[src/rtl/calc1_port_responder.sv]
// CALC1 single-port responder: two-cycle command capture, in-order FIFO of
// pending commands, fixed-latency executor with registered response outputs.
module calc1_port_responder #(
  parameter int DEPTH   = 4,
  parameter int LATENCY = 3
) (
  input  logic        c_clk,
  input  logic        reset,
  input  logic [0:3]  reqcmd,
  input  logic [0:31] req_data_in,
  output logic [0:1]  out_resp,
  output logic [0:31] out_data,
  output logic [0:2]  outstanding,
  output logic        protocol_err
);
  localparam int PW = (DEPTH > 1) ? $clog2(DEPTH) : 1;
  localparam int CW = $clog2(LATENCY + 1);

  localparam logic [0:0] S_IDLE = 1'b0, S_OP2  = 1'b1;
  localparam logic [0:0] E_IDLE = 1'b0, E_BUSY = 1'b1;

  typedef struct packed {
    logic [3:0]  cmd;
    logic [31:0] op1;
    logic [31:0] op2;
  } entry_t;

  // Returns {resp[1:0], data[31:0]}.
  function automatic logic [33:0] execute(entry_t e);
    logic [32:0] sum;
    sum = {1'b0, e.op1} + {1'b0, e.op2};
    case (e.cmd)
      4'd1:    execute = sum[32] ? {2'd2, 32'd0} : {2'd1, sum[31:0]};
      4'd2:    execute = (e.op2 > e.op1) ? {2'd2, 32'd0} : {2'd1, e.op1 - e.op2};
      4'd5:    execute = {2'd1, e.op1 << e.op2[4:0]};
      4'd6:    execute = {2'd1, e.op1 >> e.op2[4:0]};
      default: execute = {2'd2, 32'd0};
    endcase
  endfunction

  function automatic logic [PW-1:0] ptr_inc(logic [PW-1:0] p);
    ptr_inc = (p == PW'(DEPTH - 1)) ? '0 : p + 1'b1;
  endfunction

  logic [0:0]    cap_q, cap_d;
  logic [3:0]    cmd_q, cmd_d;
  logic [31:0]   op1_q, op1_d;
  entry_t        fifo_q [DEPTH];
  logic [PW-1:0] wptr_q, wptr_d, rptr_q, rptr_d;
  logic [PW:0]   fcnt_q, fcnt_d;
  logic [0:0]    ex_q, ex_d;
  logic [CW-1:0] cnt_q, cnt_d;
  entry_t        head_q, head_d;
  logic [1:0]    resp_q, resp_d;
  logic [31:0]   data_q, data_d;
  logic [2:0]    outs_q, outs_d;
  logic          perr_q, perr_d;
  logic          accept, push, pop, resp_now, slot_ok;
  entry_t        push_e;

  assign resp_now = (resp_q != 2'd0);
  // A response in this cycle frees its slot for a command arriving alongside it.
  assign slot_ok  = (outs_q < 3'(DEPTH)) || resp_now;
  assign push_e   = '{cmd: cmd_q, op1: op1_q, op2: req_data_in};

  always_comb begin
    cap_d  = cap_q;
    cmd_d  = cmd_q;
    op1_d  = op1_q;
    perr_d = perr_q;
    accept = 1'b0;
    push   = 1'b0;
    case (cap_q)
      S_IDLE: if (reqcmd != 4'd0) begin
        if (slot_ok) begin
          accept = 1'b1;
          cap_d  = S_OP2;
          cmd_d  = reqcmd;
          op1_d  = req_data_in;
        end else begin
          perr_d = 1'b1;
        end
      end
      default: begin
        push  = 1'b1;
        cap_d = S_IDLE;
        if (reqcmd != 4'd0) perr_d = 1'b1;
      end
    endcase

    ex_d   = ex_q;
    cnt_d  = cnt_q;
    head_d = head_q;
    pop    = 1'b0;
    case (ex_q)
      E_IDLE: if (fcnt_q != '0) begin
        pop    = 1'b1;
        ex_d   = E_BUSY;
        cnt_d  = CW'(LATENCY - 1);
        head_d = fifo_q[rptr_q];
      end
      default: begin
        cnt_d = cnt_q - 1'b1;
        if (cnt_q == CW'(1)) ex_d = E_IDLE;
      end
    endcase

    // Register the result so it is visible during the final busy cycle.
    resp_d = 2'd0;
    data_d = 32'd0;
    if (ex_d == E_BUSY && cnt_d == CW'(1)) {resp_d, data_d} = execute(head_d);

    wptr_d = push ? ptr_inc(wptr_q) : wptr_q;
    rptr_d = pop  ? ptr_inc(rptr_q) : rptr_q;
    fcnt_d = fcnt_q + (PW+1)'(push) - (PW+1)'(pop);
    outs_d = outs_q + {2'b0, accept} - {2'b0, resp_now};
  end

  always_ff @(posedge c_clk) begin
    if (push) fifo_q[wptr_q] <= push_e;
  end

  always_ff @(posedge c_clk) begin
    if (reset) begin
      cap_q  <= S_IDLE;
      cmd_q  <= '0;
      op1_q  <= '0;
      wptr_q <= '0;
      rptr_q <= '0;
      fcnt_q <= '0;
      ex_q   <= E_IDLE;
      cnt_q  <= '0;
      head_q <= '0;
      resp_q <= '0;
      data_q <= '0;
      outs_q <= '0;
      perr_q <= 1'b0;
    end else begin
      cap_q  <= cap_d;
      cmd_q  <= cmd_d;
      op1_q  <= op1_d;
      wptr_q <= wptr_d;
      rptr_q <= rptr_d;
      fcnt_q <= fcnt_d;
      ex_q   <= ex_d;
      cnt_q  <= cnt_d;
      head_q <= head_d;
      resp_q <= resp_d;
      data_q <= data_d;
      outs_q <= outs_d;
      perr_q <= perr_d;
    end
  end

  assign out_resp     = resp_q;
  assign out_data     = data_q;
  assign outstanding  = outs_q;
  assign protocol_err = perr_q;
endmodule

[config.mk]
export PLATFORM = sky130hd
export DESIGN_NAME = calc1_port_responder
export DESIGN_NICKNAME = d
export VERILOG_FILES = /design/src/rtl/calc1_port_responder.sv
export SDC_FILE = /design/constraint.sdc
export NUM_CORES = 1
export LEC_CHECK = 0
export BUFFER_PORTS_ARGS = -buffer_cell sky130_fd_sc_hd__buf_4
export CAP_MARGIN = 20
export CORE_MARGIN = 4
export CORE_UTILIZATION = 60
export DETAILED_ROUTE_END_ITERATION = 8
export HOLD_SLACK_MARGIN = 0.05
export PLACE_DENSITY = 0.77
export SETUP_SLACK_MARGIN = 0.05
export SYNTH_ARGS = -nofsm -noshare
export SYNTH_HDL_FRONTEND = slang
export SYNTH_SLANG_ARGS = --single-unit
[constraint.sdc]
create_clock -name c_clk -period 7.16 [get_ports c_clk]
set_clock_uncertainty 0.15 [all_clocks]
set_input_delay 0 -clock c_clk [delete_from_list [all_inputs] [get_ports c_clk]]
set_output_delay 0 -clock c_clk [all_outputs]
set_load 0.02 [all_outputs]
# Yosys cells after proc, flatten, opt, wreduce, memory -nomap -nowiden
# Memory sizes are Yosys's and may differ from the RTL's. A register that Yosys moved wholly into a read port is not among the register bits.
# Index checks and enable logic that the tools add are counted.
# totals
regBits	153
out_inout_bits	38
ramBits	272
mem_count	1
elab_cells	71
in_bits	38
# op_classes
muxes	23
bitwise_logic	2
eq_ne	9
reduce_logical	8
order_cmp	2
shifts	2
add_sub_neg	9
# memory_table
name	words	width	rd	rd_clocked_by_memory_dff	write_ports	line_no	text
fifo_q	4	68	1	1	1	48	entry_t fifo_q [DEPTH];
# op_table
operator	n
68-bit two-way mux	2
34-bit one-hot mux with 4 select lines	1
34-bit two-way mux	2
32-bit by 32-bit adder with 33-bit output	1
32-bit > comparator	1
32-bit by 5-bit left shift with 32-bit output	1
32-bit by 5-bit right shift with 32-bit output	1
32-bit subtractor	1
1-bit two-way mux	12
2-bit two-way mux	6
4-bit by 3-bit equality test with 1-bit output (second input constant)	2
3-bit by 1-bit adder with 3-bit output	2
3-bit by 1-bit subtractor with 3-bit output	2
2-bit by 1-bit adder with 2-bit output (second input constant)	2
2-bit by 1-bit equality test with 1-bit output (second input constant)	2
2-bit equality test (second input constant)	2
4-bit by 1-bit equality test with 1-bit output (second input constant)	1
4-bit by 2-bit equality test with 1-bit output (second input constant)	1
4-bit nonzero test	1
3-bit less-than comparator (second input constant)	1
3-bit AND reduction	1
3-bit nonzero test	1
2-bit inequality test (second input constant)	1
1-bit inverter	2
other kinds (6)	6

# Depth between registers and ports, before layout
# logic_depth
depth_word	7
ltp_mapped	23
mapped_depth_nobuf	17

# Worst setup path before layout
# Ideal clock, no wire load.
# synth_timing
path_type	reg2reg
start	register with a tool-made name
end	register data_q[20] (netlist: out_data[11])
path_stages_with_launch	19
setup_slack_ns	2.086
required_ns	6.893
t_arrival_ns	4.807
setup_time_ns	0.117
cell_sequence	dfxtp_1 -> buf_2 -> buf_1 -> clkbuf_1 -> mux4_2 -> mux2i_1 -> buf_2 -> buf_1 -> ha_1 -> nor2b_1 -> a2111oi_4 -> o211a_1 -> a211oi_1 -> o41ai_2 -> and2_2 -> o21a_2 -> nor2_1 -> a211o_1 -> a32o_1
# synth_lines
element	line_no	text
to (signal assigned)	149	data_q <= data_d;
to (decl)	55	logic [31:0] data_q, data_d;

==> metrics.txt <==
status finished clean; initial antenna violation count 1; most frequent cells after synthesis edfxtp_1 (272), nor2_1 (166), dfxtp_1 (155), mux2i_1 (155), nand2_1 (140); final hold vios 0; Synth cell types 88; DRT Pass-1 Iters 5; Seq/Total Area, Yosys 0.514; post-synthesis cell count 1875; Critical Path AT 6.34 ns; Slew @ Worst Pin 1.13 ns; WL/cell 28.0 um; global-route wire length before repair 104 mm; max cap viols 0; Num CTS Buffers 42; Slew Limit Fails 0; cell with the most instances after synthesis edfxtp_1; GRT Util Overall 0.349; Hold WC Path Type primary input to flip-flop; Crit. End Element flip-flop; post-DP HPWL 44.7 mm; post-cts resize count 0; CTS tree built; fin crit share 0.845; chip width 199 um; Rows slightly below 70; Sink Count 427; H-tree Lvls 2; largest net degree at the start of global routing 92; Yosys reg bits 427; RSZ-0062 raised after global routing no; total negative slack 0 ns; port bufs 75; vias in the first global route between 15000 and 20000; Area growth, synth to finish 12.9%; number of synthesized flops with an enable pin 272; vias per inst around 6.7; final RePlAce weighted congestion 1.01; Die Ht 199 um; Max-slew headroom 0.246; Clock Latency Late Sink 0.59 ns; net count after synthesis about 2000; Synth area leader edfxtp_1; syn_area_per_cell 11.7 sq um; Setup CP Type flip-flop to flip-flop; final setup fails 0; crit-path max FO 49; Post-Route WL just under 70 mm; Clock Path Buffers 3; Max Fclk 0.165 GHz; Initial DRC Count 1914; Final #Nets 2087; Synth top area share 0.373; Req. time, crit path 7.45 ns; CP Launch Type flip-flop; Post-synth top flop edfxtp_1; ranking of synthesized cells by area edfxtp_1 (37%), dfxtp_1 (14%), mux2i_1 (7.1%), mux4_2 (7.0%), ha_1 (4.3%); Async S/R FF share, synth 0; total grt overflow 0; io pins 76; die area 39700 sq um; Synth warnings 0; vias between 15000 and 20000; number of nets with antenna violations after routing 0; Syn Std Cell Area 21900 sq um; Initial Util 0.612; root buffer cell clkbuf_16; # DRC 0; CTS clk-pin slew, worst paths approximately 0.070 ns; fill cell count 2476; core area 35800 sq um; final worst path period need between 6 and 7 ns; share of layout cells above drive strength 1 0.150
[path summary, 6_finish.rpt]
| kind | depth (start not counted) | startpoint | endpoint | slack (ns) |
|---|---|---|---|---|
| min reg2reg | 2 | head_q[66] | head_q[66] | 0.34 |
| max | 16 | fcnt_q[1] | out_data[10] | 1.11 |
| max reg2reg | 16 | fcnt_q[1] | out_data[10] | 1.11 |
| min | 2 | req_data_in[11] | fifo_q[0][20] | 0.06 |
[cells by family (layout without fill, tap and decap cells)]
family	after synthesis	after routing	share of synthesized area
fa+ha+maj	80	80	0.0470
other cells	0	3	0
flops	427	427	0.514
xor+xnor	26	26	0.0104
buf+inv	194	322	0.0394
compound gates	408	408	0.126
mux	264	264	0.162
simple gates	476	476	0.101
[area by class of cell]
class | count | area (sq um) | share of cell area
Antenna cell | 3 | 7.51 | 0.000303
Multi-Input combinational cell | 1254 | 9830 | 0.397
Sequential cell | 427 | 11300 | 0.456
Clock buffer | 61 | 1190 | 0.0480
Tap cell | 461 | 577 | 0.0233
Timing Repair Buffer | 163 | 1410 | 0.0570
Clock inverter | 17 | 149 | 0.00602
Inverter | 81 | 310 | 0.0125
[per-stage QoR]
step / cell area [sq um] / setup WS (ns) / hold WS [ns] / cells / util
after floorplan: 21900 / 2.09 / -0.0511 / 1875 / -
after global placement: 22700 / 1.37 / 0.0599 / 2319 / 0.635
after detailed placement: 22700 / 1.24 / 0.0630 / 2320 / 0.635
after CTS: 24700 / 1.19 / 0.0515 / 2464 / 0.691
after global routing: 24700 / 0.651 / 0.0679 / 2464 / 0.691
final: 24700 / 1.11 / 0.0641 / 2467 / 0.691
[layout by cell type (no fill, tap or decap), types with 12 or more instances in the layout]
master / synthesis / routed
mux4_2: 68 / 68
mux2i_1: 155 / 154
inv_1: 75 / 75
clkbuf_16: 0 / 43
buf_4: 10 / 94
mux2_2: 38 / 38
dfxtp_1: 155 / 153
a221oi_1: 17 / 17
edfxtp_1: 272 / 272
clkbuf_1: 63 / 13
o21ai_0: 47 / 47
nand2b_1: 18 / 18
nor2b_1: 44 / 43
xnor2_1: 23 / 23
o21bai_1: 12 / 12
a21o_1: 12 / 12
or3_1: 13 / 13
o221ai_1: 12 / 12
ha_1: 76 / 76
a21oi_1: 133 / 132
nand3_1: 18 / 18
dlygate4sd3_1: 0 / 66
nor2_1: 166 / 166
o211ai_1: 17 / 17
a22oi_1: 16 / 16
nor3_1: 28 / 28
a31oi_1: 17 / 17
nand2_1: 140 / 140
[critical path: stages (launching register included)]
cell and delay, ns:
dfxtp_1 0.37, nor3_4 0.31, or2_4 0.30, clkinv_2 0.43, buf_4 0.54, mux2_4 0.44, ha_1 0.38, o21ba_2 0.26
a2111oi_4 0.41, o211a_1 0.27, a211oi_1 0.13, o41ai_2 0.52, and2_2 0.29, o21a_2 0.38, nor2_1 0.19, a221oi_1 0.33
o32ai_1 0.15
[layer usage]
metal / GRT usage / vias to the layer above / wire (um)
met2: 0.533 / 906 / 31700
met3: 0.0572 / 144 / 5750
met4: 0.134 / 0 / 2880
met1: 0.507 / 8233 / 28800
met5: 0 / - / 0
li1: - / 7220 / -
[repair_timing]
item,4_1_cts,5_1_grt
buffers inserted,0,0
endpoints found under the hold margin,185,0
hold buffers,66,0
[registers in the layout (all words and copies together), names as in the netlist, named ones only]
register	count
fifo_q	272
out_data	32
cnt_q	2
fcnt_q	3
out_resp	2
rptr_q	2
outstanding	3
op1_q	32
protocol_err	1
head_q	68
cap_q	1
wptr_q	2
ex_q	1
cmd_q	4
Power is not shown: default switching activity piles up to over one toggle a cycle in this logic, so the estimate is an artifact.
